**config.mk**
```make
export PLATFORM = sky130hd
export DESIGN_NAME = reset_sequencer
export DESIGN_NICKNAME = d
export VERILOG_FILES = /design/src/rtl/rst_pkg.sv /design/src/rtl/rst_debounce.sv /design/src/rtl/reset_sequencer.sv
export SDC_FILE = /design/constraint.sdc
export NUM_CORES = 1
export LEC_CHECK = 0
export BUFFER_PORTS_ARGS = -buffer_cell sky130_fd_sc_hd__buf_2
export CORE_ASPECT_RATIO = 0.9
export CORE_UTILIZATION = 40
export DETAILED_ROUTE_END_ITERATION = 6
export PLACE_DENSITY_LB_ADDON = 0.15
export SLEW_MARGIN = 20
export SYNTH_ARGS = -nofsm -noshare
export SYNTH_HDL_FRONTEND = slang
export SYNTH_HIERARCHICAL = 1
export SYNTH_SLANG_ARGS = --single-unit
```
**constraint.sdc**
```tcl
create_clock -name clock -period 1.7 [get_ports clock]
set_input_delay 0.085 -clock clock [delete_from_list [all_inputs] [get_ports clock]]
set_output_delay 0.085 -clock clock [all_outputs]
set_load 0.01 [all_outputs]
```
**src/rtl/rst_pkg.sv**
```systemverilog
// Shared encodings for the reset sequencer: reset-cause codes, FSM states and
// a small elaboration-time helper.
package rst_pkg;

  typedef enum logic [1:0] {
    CAUSE_POWER  = 2'b00,
    CAUSE_BUTTON = 2'b01,
    CAUSE_SW     = 2'b10
  } cause_e;

  typedef enum logic [1:0] {
    S_HOLD,
    S_RELEASE,
    S_RUN
  } state_e;

  function automatic int max_int(input int a, input int b);
    return (a > b) ? a : b;
  endfunction

endpackage

```
**src/rtl/rst_debounce.sv**
```systemverilog
// Push-button conditioner: 2-flop synchroniser, stability counter, debounced
// level and a one-cycle pulse on each debounced press (1->0).
module rst_debounce #(
  parameter int DEBOUNCE_CYCLES = 65536
) (
  input  logic clock,
  input  logic rst_n,
  input  logic raw_n,
  output logic level_n,
  output logic fall_pulse
);

  localparam int CNT_W = $clog2(DEBOUNCE_CYCLES);

  logic [1:0]       sync_q;
  logic             level_q;
  logic             fall_q;
  logic [CNT_W-1:0] cnt_q;

  // NOTE: sequential state is only ever written with <=, so every flop samples
  // pre-edge values regardless of statement order.
  always_ff @(posedge clock or negedge rst_n) begin
    if (!rst_n) begin
      sync_q  <= 2'b11;
      level_q <= 1'b1;
      fall_q  <= 1'b0;
      cnt_q   <= '0;
    end else begin
      sync_q <= {sync_q[0], raw_n};
      fall_q <= 1'b0;
      if (sync_q[1] == level_q) begin
        cnt_q <= '0;
      end else if (cnt_q == CNT_W'(DEBOUNCE_CYCLES - 1)) begin
        level_q <= sync_q[1];
        fall_q  <= level_q;  // a change away from a high level is a press
        cnt_q   <= '0;
      end else begin
        cnt_q <= cnt_q + CNT_W'(1);
      end
    end
  end

  assign level_n    = level_q;
  assign fall_pulse = fall_q;

endmodule

```
**src/rtl/reset_sequencer.sv**
```systemverilog
// Merges power, button and software resets into one ordered release sequence
// across NUM_STAGES domains and records the cause of the last reset.
module reset_sequencer
  import rst_pkg::*;
#(
  parameter int NUM_STAGES      = 3,
  parameter int HOLD_CYCLES     = 1024,
  parameter int STAGE_GAP       = 16,
  parameter int DEBOUNCE_CYCLES = 65536
) (
  input  logic                  clock,
  input  logic                  rst_n,
  input  logic                  btn_n,
  input  logic                  sw_rst_req,
  output logic [NUM_STAGES-1:0] rst_stage_n,
  output logic                  busy,
  output logic [1:0]            rst_cause
);

  localparam int CNT_W = $clog2(max_int(HOLD_CYCLES, STAGE_GAP)) + 1;
  localparam int IDX_W = (NUM_STAGES > 1) ? $clog2(NUM_STAGES) : 1;

  logic [1:0]            rst_sync_q;
  logic                  rst_int_n;
  logic                  level_n;
  logic                  press_evt;
  logic                  trig;

  state_e                state_q, state_d;
  logic [CNT_W-1:0]      cnt_q, cnt_d;
  logic [IDX_W-1:0]      idx_q, idx_d;
  logic [NUM_STAGES-1:0] stage_q, stage_d;
  logic                  busy_q, busy_d;
  cause_e                cause_q, cause_d;

  // NOTE: asynchronous assert, synchronous deassert; the synchronised reset
  // then clears every other flop so nothing leaves reset on a metastable edge.
  always_ff @(posedge clock or negedge rst_n) begin
    if (!rst_n) rst_sync_q <= 2'b00;
    else        rst_sync_q <= {rst_sync_q[0], 1'b1};
  end

  assign rst_int_n = rst_sync_q[1];

  rst_debounce #(
    .DEBOUNCE_CYCLES(DEBOUNCE_CYCLES)
  ) u_debounce (
    .clock     (clock),
    .rst_n     (rst_int_n),
    .raw_n     (btn_n),
    .level_n   (level_n),
    .fall_pulse(press_evt)
  );

  assign trig = press_evt | sw_rst_req;

  always_ff @(posedge clock or negedge rst_int_n) begin
    if (!rst_int_n) begin
      state_q <= S_HOLD;
      cnt_q   <= '0;
      idx_q   <= '0;
      stage_q <= '0;
      busy_q  <= 1'b1;
      cause_q <= CAUSE_POWER;
    end else begin
      state_q <= state_d;
      cnt_q   <= cnt_d;
      idx_q   <= idx_d;
      stage_q <= stage_d;
      busy_q  <= busy_d;
      cause_q <= cause_d;
    end
  end

  // NOTE: every next-state signal takes its current value first, so no path
  // through the case statement can leave one unassigned and infer a latch.
  always_comb begin
    state_d = state_q;
    cnt_d   = cnt_q;
    idx_d   = idx_q;
    stage_d = stage_q;
    busy_d  = busy_q;
    cause_d = cause_q;

    if (trig) cause_d = press_evt ? CAUSE_BUTTON : CAUSE_SW;

    unique case (state_q)
      S_HOLD: begin
        // A held button keeps restarting the hold window.
        if (trig || !level_n) begin
          cnt_d = '0;
        end else if (cnt_q == CNT_W'(HOLD_CYCLES - 1)) begin
          stage_d[0] = 1'b1;
          idx_d      = IDX_W'(1);
          cnt_d      = '0;
          state_d    = (NUM_STAGES > 1) ? S_RELEASE : S_RUN;
          busy_d     = (NUM_STAGES > 1);
        end else begin
          cnt_d = cnt_q + CNT_W'(1);
        end
      end
      S_RELEASE: begin
        if (cnt_q == CNT_W'(STAGE_GAP - 1)) begin
          stage_d[idx_q] = 1'b1;
          idx_d          = idx_q + IDX_W'(1);
          cnt_d          = '0;
          if (idx_q == IDX_W'(NUM_STAGES - 1)) begin
            state_d = S_RUN;
            busy_d  = 1'b0;
          end
        end else begin
          cnt_d = cnt_q + CNT_W'(1);
        end
      end
      S_RUN: ;
      default: state_d = S_HOLD;
    endcase

    if (trig && state_q != S_HOLD) begin
      state_d = S_HOLD;
      stage_d = '0;
      busy_d  = 1'b1;
      cnt_d   = '0;
      idx_d   = '0;
    end
  end

  assign rst_stage_n = stage_q;
  assign busy        = busy_q;
  assign rst_cause   = cause_q;

endmodule

```
* Word level (Yosys, flattened, before mapping) *
Index checks and enable logic that the tools add are counted.

operators by class
  bitwise operators = 3
  reductions and logical operators = 14
  add/subtract/negate cells = 3
  equality and inequality tests = 12
  muxes and demuxes = 31
  $lt $le $gt $ge = 2

operators by type and width
  cell                   number
  $mux 11                4
  $mux 16                2
  $pmux 11 s2            1
  $mux 2                 9
  $add 16x1->16 const B  1
  $eq 16x16->1 const B   1
  $ne 3x3->1 const B     4
  $add 11x1->11 const B  1
  $eq 11x10->1 const B   1
  $eq 11x4->1 const B    1
  $reduce_and 5->1       2
  $mux 1                 8
  $mux 3                 2
  $pmux 2 s3             1
  $reduce_bool 2->1      3
  $eq 2x2->1 const B     2
  $pmux 1 s2             2
  $pmux 2 s2             1
  $reduce_and 2->1       2
  $reduce_and 4->1       1
  $lt 2x3->1 const B     1
  $or 3x3->3             1
  $reduce_bool 3->1      1
  $add 2x1->2 const B    1
  11 further kinds       12

storage, ports and cells
  output and inout bits = 6
  bits in registers = 43
  bits of input ports = 4
  logic and storage cells = 77

* Longest topological paths before layout *
  depth in word-level cells = 8
  gate-level depth with buffers = 6

* By module *
The synthesis kept the hierarchy.

by module, submodules not included
  module           times used  area each (sq um)  seq. area each (sq um)  cells an instance
  reset_sequencer  1           1290.0             576.8                   131
  rst_debounce     1           917.1              504.2                   85

* Worst setup path after synthesis *
OpenSTA, ideal clock, no wires.

  kind = reg2reg
  start = register u_debounce.level_q (netlist: u_debounce/level_n)
  end = register idx_q[1]
  buffers on the path = 0
  data arrival time = 1.651 ns
  setup slack = -0.031 ns
  stages on the path, launching flop included = 5
  cells stage by stage = dfstp_2 -> or4b_1 -> nor4_2 -> o211a_1 -> mux2i_1

between the ends
  word-level cells in the longest chain between the ends = 4

RTL lines
  element                     RTL line               RTL
  start, declared             rst_debounce.sv:16     logic level_q;
  start signal, assigned      rst_debounce.sv:34     level_q <= sync_q[1];
  $logic_not 1->1             reset_sequencer.sv:90  if (trig || !level_n) begin
  $logic_or 1x1->1            reset_sequencer.sv:90
  $ne 3x3->1 (no line)        n/a
  $reduce_and 4->1 (no line)  n/a
  end signal, assigned        reset_sequencer.sv:68  idx_q <= idx_d;
  end, declared               reset_sequencer.sv:31  logic [IDX_W-1:0] idx_q, idx_d;

No other way between the ends.
A chain may end at the register's enable or synchronous reset.

==> results.json <==
{
  "outcome": "finished with violations",
  "violations": "negative setup slack",
  "rsz0062_at_grt": "true",
  "post-route-util": 0.524,
  "cts-root-buf": "sky130_fd_sc_hd__clkbuf_8",
  "finalSetupTns_ns": -0.390,
  "viasPerCell": 5.33,
  "vias_in_the_first_global_route": 1790,
  "finalNonFillerCells": 330,
  "globalRouteOverflowTotal": 0,
  "antenna_found_initial": 0,
  "post-dp-hpwl_um": 3500,
  "antenna_cells": 0,
  "worst-endpoint-arrival_ns": 1.95,
  "final_hold_fails": 0,
  "finalPower_mw": 1.89,
  "drt_drc_violations_left": 0,
  "grt_util_all_layers": 0.191,
  "dr.pass1.iters": 4,
  "nets": 271,
  "top_signal_layer_used": "met4",
  "crit_start_category": "flop",
  "placement_setup_slack_ns": -0.0422,
  "final-setup-viol-count": 10,
  "chipWidth_um": 80.3,
  "netlist_instances": 216,
  "fillers": 487,
  "postSynth.asyncResetShare": 1.00,
  "final_min_period_over_clock_period": 1.04,
  "cts.sink_count": 43,
  "hold-worst-slack_ns": 0.0980,
  "holdCritPathClass": "input pin to asynchronous set/reset pin",
  "peak_ir_drop_on_the_vdd_network_v": 0.000463,
  "worstPathMaxFanout": 7,
  "placedInstanceArea_um2": 2570,
  "multi_input_comb_area_um2": 1150,
  "drt.antenna.violating_nets": 0,
  "wire_length_of_the_first_global_routing_pass_um": 8350,
  "core-area_um2": 5290,
  "leakage_nw": 1.20,
  "route.final.wire_length_um": 4870,
  "met1_length_um": 2300,
  "synth-edff-count": 0,
  "routed_wire_length_per_instance_um": 14.8,
  "clock_period_minus_worst_slack_ns": 1.76,
  "gp_routability_congestion": 0.798,
  "numPlacedInstances": 319,
  "seq_area_um2": 1080,
  "placement.io_buffers": 9,
  "layout_common_cells": "sky130_fd_sc_hd__dfrtp_1 (38), sky130_fd_sc_hd__buf_4 (34), sky130_fd_sc_hd__nor2_1 (22)",
  "cts_htree_levels": 2,
  "peak_freq_mhz": 568,
  "timing_max_transition_violations_final": 0,
  "clkLatencyLatePin_ns": 0.30,
  "met2_routed_length_um": 2370,
  "max-clock-path-buffers": 2,
  "synthDistinctLibCells": 49,
  "postSynthAreaPerCell_um2": 10.2,
  "largest_net_degree_at_the_start_of_global_routing": 23,
  "yosysWarningCount": 6,
  "floorplan.die.height_um": 72.5,
  "route.met3.wl_um": 112,
  "cts-buffers-inserted": 5,
  "ratio_of_total_power_to_cell_area_nw_per_um2": 683,
  "final_cell_area_um2": 2770,
  "max_cap_viol_count": 0,
  "tritoncts": "built",
  "path_clk_slew_ns": 0.08,
  "clock_skew_ns": 0.0103,
  "via_count": 1758,
  "criticalPathCategory": "flop to flop",
  "syn_to_final_growth_pct": 25.5,
  "fp.dieArea_um2": 5820,
  "ys_seq_elements": 43,
  "critPathCaptureType": "flop",
  "post_synth_instance_area_um2": 2210,
  "starting_utilization_of_the_core_area": 0.418,
  "cp_data_required_time_ns": 1.89,
  "io_pins": 10,
  "synth_sequential_area_ratio": 0.490,
  "postLayoutSetupSlackWorst_ns": -0.0609,
  "floorplan.rows": 25,
  "post_route_cells_drive_above_1_share": 0.308,
  "most_frequent_standard_cell_in_the_layout_excluding_fill_and_tap_cells": "sky130_fd_sc_hd__dfrtp_1",
  "synth_flop_cell": "sky130_fd_sc_hd__dfrtp_1",
  "drt-initial-drc-count": 60,
  "syn_nets": 225
}
-- power by group --
part | switching, mW | internal (mW)
registers | 0.0225 | 1.05
logic | 0.0542 | 0.0396
clock network | 0.359 | 0.370
total | 0.436 | 1.46
-- what timing repair did --
item                       CTS  global route
hold endpoints to repair     3             0
setup endpoints to repair   12            18
gates resized for setup      6             8
pin swaps                    0             2
buffers inserted             1             0
cloned                       0             0
hold buffers                 2             0
-- logic make-up (layout without fill, tap and decap cells) --
| kind of cell | count (synthesis) | count (layout) | synth area share |
|---|---|---|---|
| compound gates | 35 | 35 | 0.111 |
| xor+xnor | 19 | 19 | 0.0754 |
| fa+ha+maj | 5 | 5 | 0.0283 |
| buf+inv | 12 | 59 | 0.0238 |
| flops | 43 | 43 | 0.490 |
| mux | 3 | 3 | 0.0164 |
| other cells | 1 | 1 | 0.00170 |
| simple gates | 98 | 98 | 0.253 |
-- flip-flops by register name, indices dropped and copies added (netlist names) --
register,count
rst_cause,2
u_debounce/level_n,1
rst_stage_n,3
u_debounce/fall_pulse,1
rst_sync_q,2
u_debounce/cnt_q,16
cnt_q,11
busy,1
idx_q,2
u_debounce/sync_q,2
state_q,2
-- worst max-delay path, cell delays in order, from the launching register on --
cell	delay, ns
sky130_fd_sc_hd__dfrtp_1	0.39
sky130_fd_sc_hd__or4_4	0.57
sky130_fd_sc_hd__or4_4	0.45
sky130_fd_sc_hd__nand3_4	0.14
sky130_fd_sc_hd__a21oi_1	0.09
-- synthesized netlist by cell type (2+ instances only) --
| cell type | instances | area [um^2] |
|---|---|---|
| sky130_fd_sc_hd__nor2b_1 | 2 | 12.5 |
| sky130_fd_sc_hd__dfrtp_1 | 39 | 976 |
| sky130_fd_sc_hd__a21oi_1 | 12 | 60.1 |
| sky130_fd_sc_hd__o41ai_1 | 2 | 17.5 |
| sky130_fd_sc_hd__or4_4 | 2 | 22.5 |
| sky130_fd_sc_hd__a22o_1 | 4 | 35.0 |
| sky130_fd_sc_hd__nand2b_1 | 2 | 12.5 |
| sky130_fd_sc_hd__nor3b_1 | 2 | 15.0 |
| sky130_fd_sc_hd__xnor2_1 | 10 | 87.6 |
| sky130_fd_sc_hd__nand3_1 | 14 | 70.1 |
| sky130_fd_sc_hd__ha_1 | 5 | 62.6 |
| sky130_fd_sc_hd__or2_2 | 3 | 18.8 |
| sky130_fd_sc_hd__clkbuf_1 | 6 | 22.5 |
| sky130_fd_sc_hd__nor2_1 | 22 | 82.6 |
| sky130_fd_sc_hd__or3_1 | 5 | 31.3 |
| sky130_fd_sc_hd__and4_1 | 3 | 26.3 |
| sky130_fd_sc_hd__o211ai_1 | 2 | 15.0 |
| sky130_fd_sc_hd__nand4_1 | 8 | 50.1 |
| sky130_fd_sc_hd__inv_1 | 5 | 18.8 |
| sky130_fd_sc_hd__nor4_1 | 8 | 50.1 |
| sky130_fd_sc_hd__o21ai_0 | 6 | 30.0 |
| sky130_fd_sc_hd__nor3_1 | 4 | 20.0 |
| sky130_fd_sc_hd__xor2_1 | 9 | 78.8 |
| sky130_fd_sc_hd__and3_1 | 2 | 12.5 |
| sky130_fd_sc_hd__or4_1 | 2 | 15.0 |
| sky130_fd_sc_hd__nand2_1 | 11 | 41.3 |
| sky130_fd_sc_hd__dfstp_2 | 4 | 105 |
-- layout make-up --
class,count,area share
multi-input combinational,161,0.415
sequential,43,0.391
timing repair buffer,46,0.120
clock buffer,7,0.0348
tap,67,0.0303
inverter,5,0.00678
clock inverter,1,0.00271
-- worst paths after layout --
check | startpoint | endpoint | slack (ns) | cells after the start
min in group clock | sw_rst_req | rst_cause[0] | 0.11 | 3
setup reg to reg | cnt_q[10] | cnt_q[5] | -0.06 | 4
setup / recovery | cnt_q[10] | cnt_q[5] | -0.06 | 4
hold / removal | rst_n | rst_sync_q[1] | 0.1 | 2
max in group asynchronous | rst_sync_q[1] | busy | 0.86 | 1
hold reg to reg | rst_sync_q[1] | cnt_q[5] | 0.23 | 0
-- layer usage --
metal,GRT usage,vias up
met5,0,-
met4,0.0734,0
met3,0.0428,8
met2,0.321,16
met1,0.240,855
li1,-,879
No activity file was read; power rests on OpenSTA's default activity.
